===== config.mk =====
export PLATFORM = sky130hd
export DESIGN_NAME = muldiv_unit
export DESIGN_NICKNAME = d
export VERILOG_FILES = /design/src/rtl/muldiv_pkg.sv /design/src/rtl/muldiv_special.sv /design/src/rtl/muldiv_unit.sv
export SDC_FILE = /design/constraint.sdc
export NUM_CORES = 1
export LEC_CHECK = 0
export CAP_MARGIN = 20
export CORE_MARGIN = 3
export CORE_UTILIZATION = 30
export CTS_BUF_LIST = sky130_fd_sc_hd__clkbuf_8
export DETAILED_ROUTE_END_ITERATION = 16
export DONT_BUFFER_PORTS = 1
export PLACE_DENSITY = 0.54
export SYNTH_ARGS = -nofsm -noshare
export SYNTH_HDL_FRONTEND = slang
export SYNTH_SLANG_ARGS = --single-unit

===== constraint.sdc =====
create_clock -name i_clk -period 3.3 [get_ports i_clk]
set_clock_uncertainty 0.15 [all_clocks]
set_input_delay 0.495 -clock i_clk [delete_from_list [all_inputs] [get_ports i_clk]]
set_output_delay 0.495 -clock i_clk [all_outputs]
set_load 0.005 [all_outputs]

===== src/rtl/muldiv_pkg.sv =====
// muldiv_pkg: shared types and constants for the iterative RV32M multiply/divide unit.
// Rev 1.0
`default_nettype none

package muldiv_pkg;

   localparam int XLEN = 32;

   typedef enum logic [2:0] {
      MD_MUL    = 3'b000,
      MD_MULH   = 3'b001,
      MD_MULHSU = 3'b010,
      MD_MULHU  = 3'b011,
      MD_DIV    = 3'b100,
      MD_DIVU   = 3'b101,
      MD_REM    = 3'b110,
      MD_REMU   = 3'b111
   } funct3_e;

   typedef enum logic [1:0] {
      ST_IDLE = 2'd0,
      ST_CALC = 2'd1,
      ST_FIX  = 2'd2,
      ST_DONE = 2'd3
   } state_e;

   localparam logic [XLEN-1:0] ALL_ONES = {XLEN{1'b1}};
   localparam logic [XLEN-1:0] INT_MIN  = {1'b1, {(XLEN-1){1'b0}}};

endpackage

`default_nettype wire


===== src/rtl/muldiv_special.sv =====
// muldiv_special: divide-by-zero / signed-overflow detection and bypass result.
// Rev 1.0
`default_nettype none

module muldiv_special
   import muldiv_pkg::*;
(
   input  logic [2:0]      funct3,
   input  logic [XLEN-1:0] rs1,
   input  logic [XLEN-1:0] rs2,
   output logic            special,
   output logic [XLEN-1:0] result
);

   logic div_zero;
   logic overflow;

   assign div_zero = (rs2 == {XLEN{1'b0}});
   assign overflow = (rs1 == INT_MIN) && (rs2 == ALL_ONES);

   // funct3[1] selects REM over DIV, funct3[0] marks the unsigned flavours.
   always_comb begin
      special = 1'b0;
      result  = {XLEN{1'b0}};
      if (funct3[2]) begin
         if (div_zero) begin
            special = 1'b1;
            result  = funct3[1] ? rs1 : ALL_ONES;
         end else if (overflow && !funct3[0]) begin
            special = 1'b1;
            result  = funct3[1] ? {XLEN{1'b0}} : INT_MIN;
         end
      end
   end

endmodule

`default_nettype wire


===== src/rtl/muldiv_unit.sv =====
// muldiv_unit: iterative RV32M multiply/divide unit (radix-2 shift-add, restoring divide).
// Rev 1.0
`default_nettype none

module muldiv_unit #(
   parameter int XLEN = 32
) (
   input  logic            i_clk,
   input  logic            i_rst,
   input  logic            i_start,
   input  logic            i_kill,
   input  logic [2:0]      i_funct3,
   input  logic [XLEN-1:0] i_rs1_data,
   input  logic [XLEN-1:0] i_rs2_data,
   input  logic [4:0]      i_rd_addr,
   output logic            o_busy,
   output logic            o_valid,
   output logic            o_rd_wren,
   output logic [4:0]      o_rd_addr,
   output logic [XLEN-1:0] o_result
);
   import muldiv_pkg::*;

   state_e            state;
   funct3_e           op;
   logic              neg_res;
   logic [4:0]        count;
   logic [XLEN-1:0]   opnd;
   logic [2*XLEN-1:0] acc;

   logic              a_signed, b_signed, neg_a, neg_b;
   logic [XLEN-1:0]   mag_a, mag_b;
   logic              special;
   logic [XLEN-1:0]   special_result;

   muldiv_special u_special (
      .funct3  (i_funct3),
      .rs1     (i_rs1_data),
      .rs2     (i_rs2_data),
      .special (special),
      .result  (special_result)
   );

   // Signedness per funct3: MUL/MULH/DIV/REM both, MULHSU rs1 only, others unsigned.
   assign a_signed = i_funct3[2] ? ~i_funct3[0] : (i_funct3[1:0] != 2'b11);
   assign b_signed = i_funct3[2] ? ~i_funct3[0] : ~i_funct3[1];
   assign neg_a    = a_signed & i_rs1_data[XLEN-1];
   assign neg_b    = b_signed & i_rs2_data[XLEN-1];
   assign mag_a    = neg_a ? (~i_rs1_data + 1'b1) : i_rs1_data;
   assign mag_b    = neg_b ? (~i_rs2_data + 1'b1) : i_rs2_data;

   logic [XLEN-1:0]   addend;
   logic [XLEN:0]     mul_sum;
   logic [2*XLEN-1:0] mul_next;
   logic [XLEN:0]     div_shift;
   logic [XLEN:0]     div_diff;
   logic [2*XLEN-1:0] div_next;

   // acc = {high/remainder, low/multiplier-or-quotient}; opnd = multiplicand or divisor.
   assign addend    = acc[0] ? opnd : {XLEN{1'b0}};
   assign mul_sum   = {1'b0, acc[2*XLEN-1:XLEN]} + {1'b0, addend};
   assign mul_next  = {mul_sum, acc[XLEN-1:1]};
   assign div_shift = {acc[2*XLEN-1:XLEN], acc[XLEN-1]};
   assign div_diff  = div_shift - {1'b0, opnd};
   assign div_next  = div_diff[XLEN] ? {div_shift[XLEN-1:0], acc[XLEN-2:0], 1'b0}
                                     : {div_diff[XLEN-1:0],  acc[XLEN-2:0], 1'b1};

   logic [2*XLEN-1:0] prod_fix;
   logic [XLEN-1:0]   quo_fix, rem_fix, fix_result;

   assign prod_fix = neg_res ? (~acc + 1'b1) : acc;
   assign quo_fix  = neg_res ? (~acc[XLEN-1:0] + 1'b1) : acc[XLEN-1:0];
   assign rem_fix  = neg_res ? (~acc[2*XLEN-1:XLEN] + 1'b1) : acc[2*XLEN-1:XLEN];

   always_comb begin
      fix_result = prod_fix[XLEN-1:0];
      case (op)
         MD_MULH, MD_MULHSU, MD_MULHU: fix_result = prod_fix[2*XLEN-1:XLEN];
         MD_DIV, MD_DIVU:              fix_result = quo_fix;
         MD_REM, MD_REMU:              fix_result = rem_fix;
         default:                      fix_result = prod_fix[XLEN-1:0];
      endcase
   end

   always_ff @(posedge i_clk or negedge i_rst) begin
      if (!i_rst) begin
         state     <= ST_IDLE;
         op        <= MD_MUL;
         neg_res   <= 1'b0;
         count     <= 5'd0;
         opnd      <= {XLEN{1'b0}};
         acc       <= {(2*XLEN){1'b0}};
         o_valid   <= 1'b0;
         o_rd_addr <= 5'd0;
         o_result  <= {XLEN{1'b0}};
      end else begin
         o_valid <= 1'b0;
         if (i_kill && state != ST_IDLE) begin
            state <= ST_IDLE;
         end else begin
            case (state)
               ST_IDLE: begin
                  if (i_start && !i_kill) begin
                     op        <= funct3_e'(i_funct3);
                     o_rd_addr <= i_rd_addr;
                     // REM takes the dividend's sign; everything else the XOR of both.
                     neg_res   <= (i_funct3[2] & i_funct3[1]) ? neg_a : (neg_a ^ neg_b);
                     opnd      <= i_funct3[2] ? mag_b : mag_a;
                     acc       <= {{XLEN{1'b0}}, (i_funct3[2] ? mag_a : mag_b)};
                     count     <= 5'd31;
                     if (special) begin
                        o_result <= special_result;
                        o_valid  <= 1'b1;
                        state    <= ST_DONE;
                     end else begin
                        state <= ST_CALC;
                     end
                  end
               end
               ST_CALC: begin
                  acc   <= op[2] ? div_next : mul_next;
                  count <= count - 5'd1;
                  if (count == 5'd0) begin
                     state <= ST_FIX;
                  end
               end
               ST_FIX: begin
                  o_result <= fix_result;
                  o_valid  <= 1'b1;
                  state    <= ST_DONE;
               end
               default: begin
                  state <= ST_IDLE;
               end
            endcase
         end
      end
   end

   assign o_busy    = (state != ST_IDLE);
   assign o_rd_wren = o_valid;

endmodule

`default_nettype wire


==> results.ini <==
[synth]
synth.distinct_cells=75
synth_fa_ha_area_share_pct=6.72
synthMuxAreaShare_pct=4.91
synth_top_family_by_area=compound AO/OA/AOI/OAI gates
syn_avg_cell_area_um2=7.40
synth_edf_count=0
async_flop_share_pct=100
ys_warn_count=0
yosysSeqAreaShare_pct=24.9
syn_area_mm2=0.0146
synthCells=1969
postSynthRegisterBits=145
synthFlopType=dfrtp_1
synth-simple-area-share_pct=20.2
synth_xor_area_share_pct=9.80
synth_compound_area_share_pct=28.0
syn-num-nets=2122

[placed_design]
dpl-instance-area_mm2=0.0170
dp_cells=2733
place_congestion=0.927
hpwl_um=49500
portBuffers=0

[timing]
finalHoldViolCount=145
fin_crit_ns=3.34
fmax_ghz=0.299
rsz0062_at_grt=true
setup_viol=4
setup_ws_ns=-0.0447
whs_ns=-0.481
drv_slew=0
finalCritPeriodShare_pct=101
worst_slew_margin_rel_pct=39.1
worst_pin_slew_ns=0.904

[setup_path]
cpLargestDelayFamily=simple AND/OR/NAND/NOR gates
worstReg2RegEnd=o_result[9]
r2r_start=acc[8]
crit_path_frequent_cell=or3_4
r2r_cells=11
crit_buf_inv=2
path_cells=or4_4 -> or3_4 -> or3_4 -> nor3_4 -> buf_6 -> nor2_4 -> o31ai_2 -> xor2_1 -> buf_4 -> o2111ai_2 -> o21a_1
cp.arrival_ns=3.59
r2r_slack_ns=-0.04
cp-start-kind=register
crit_slowest_cell=or4_4
crit_type=register to register
cp_max_fo=4
max_stage_delay_ns=0.54
required_ns=3.54
end_kind=register

[routing]
first_pass_iters=5
vias=15900
drt_iter0_drc=1344
drc=0
drt_wl_total_um=63100
wl_per_cell_um=22.6
vias_per_cell=5.69
ant_nets=0

[power_and_ir_drop]
irDropWorstVdd_mv=0.475
p_int_mw=9.35
switching_power_mw=9.63
comb_power_share_pct=74.2
power_density_mw_per_mm2=1030
p_leak_nw=7.69
swShare_pct=50.7
p_seq_share_pct=17.9
power_frac_clock_pct=7.8

[global_routing]
grt_pass1_wl_um=93200
first_global_vias=15200
grt_max_degree=146
antenna_found_initial=3
gr-total-overflow=0
track_usage_pct=24.0

[layout]
final_nets=2320
utilization_pct=38.6
final_cell_mix=buf_4, nand2_1, nor2_1, o21ai_0, a21oi_1
final_cells=2796
fin_area_mm2=0.0185
drive_gt1_share_pct=23.2
nFillCells=5017
layout_commonest_cell=buf_4
syn2layout_area_growth_pct=26.8

[floorplan]
die-area_mm2=0.0512
num_rows=80
core_region_area_mm2=0.0478
start_util_pct=30.5
die_w_um=226
ios=116
die_h_um=226

[status]
violations=hold timing, setup timing
status=finished, violations left

[cts]
cts_tree=done
numCtsBuffers=17
cts_root_buf=clkbuf_8
path_clk_slew_ns=0.11
clk_latency_ns=0.51
htree_num_levels=4
clock_sink_count=145
cts_buffer_depth=2
cts_hold_buffers=6

[job]
maxCapViolCount=0

[min_path]
hp-class=input port to async pin

## repair_timing
action                                  4_1_cts  5_1_grt
resized for setup                            69      125
cloned                                        0        0
hold endpoints to repair                    152      145
endpoints found under the setup margin       61       63
pin swaps                                    33       78
buffers inserted                             12       16
## flip-flops by register name (all words and copies together), names as in the netlist
name and count:
opnd 32, state 2, acc 64, neg_res 1, count 5, o_rd_addr 5
o_rd_wren 1, op 3, o_result 32
## worst max-delay path by stage
stage                  from      endpoint  slack (ns)  depth (start not counted)
finish               acc[8]   o_result[9]       -0.04                         11
global route         acc[8]   o_result[9]       -0.12                         11
CTS                  acc[9]   o_result[9]       -0.13                         11
detailed placement  opnd[0]       acc[47]       -0.38                         13
global placement     acc[0]       acc[60]       -0.32                         15
floorplan            acc[8]  o_result[30]      -0.004                         11
## power groups by stage
stage                     registers (mW)  clock network [mW]  logic, mW
after floorplan                     3.20                   0       7.66
after global placement              3.37                   0       12.5
after detailed placement            3.39                   0       12.5
after CTS                           3.36                1.51       12.9
after global routing                3.51                1.58       15.2
final                               3.40                1.49       14.1
## Yosys cell counts, drive strengths merged (21+ instances only)
cell type | count | area (µm²)
clkbuf | 108 | 407
a31oi | 39 | 244
inv | 80 | 300
nand2b | 26 | 163
ha | 75 | 938
nor3 | 30 | 161
dfrtp | 145 | 3630
o211ai | 21 | 158
mux2 | 28 | 315
xor2 | 70 | 613
mux2i | 40 | 400
nand2 | 215 | 807
or3 | 25 | 171
o21ai | 226 | 1130
o31ai | 33 | 253
nand3 | 38 | 190
a211oi | 33 | 248
a21oi | 166 | 831
xnor2 | 93 | 815
nor2 | 215 | 807
## stage by stage
step | setup slack, ns | power, mW | setup TNS, ns
after global routing | -0.120 | 20.3 | -1.03
after CTS | -0.133 | 17.8 | -0.638
final | -0.0447 | 19.0 | -0.0997
after detailed placement | -0.380 | 15.9 | -12.65
after global placement | -0.324 | 15.8 | -8.22
after floorplan | -0.00352 | 10.9 | -0.00352
## routing by layer
| metal | track usage (%) | wire, µm |
|---|---|---|
| met1 | 32.6 | 27500 |
| met2 | 36.3 | 27500 |
| met3 | 6.03 | 5090 |
| met4 | 10.0 | 2940 |
| met5 | 0 | 31 |
## kinds of logic after synthesis
kind of cell | count (synthesis)
AO/OA/AOI/OAI | 665
XOR/XNOR | 163
adder cells (fa/ha/maj) | 77
buffers and inverters | 206
flip-flops | 145
multiplexers | 68
AND/OR/NAND/NOR | 645
## cell type report
| class | instances | area [µm²] | area share [%] |
|---|---|---|---|
| antenna | 1 | 2.50 | 0.0135 |
| clock buffer | 18 | 248 | 1.34 |
| tap | 615 | 769 | 4.16 |
| inverter | 81 | 307 | 1.66 |
| multi-input combinational | 1618 | 10900 | 59.1 |
| clock inverter | 14 | 135 | 0.731 |
| sequential | 145 | 3640 | 19.7 |
| timing repair buffer | 304 | 2460 | 13.3 |
Power figures use the tool's default switching activity.
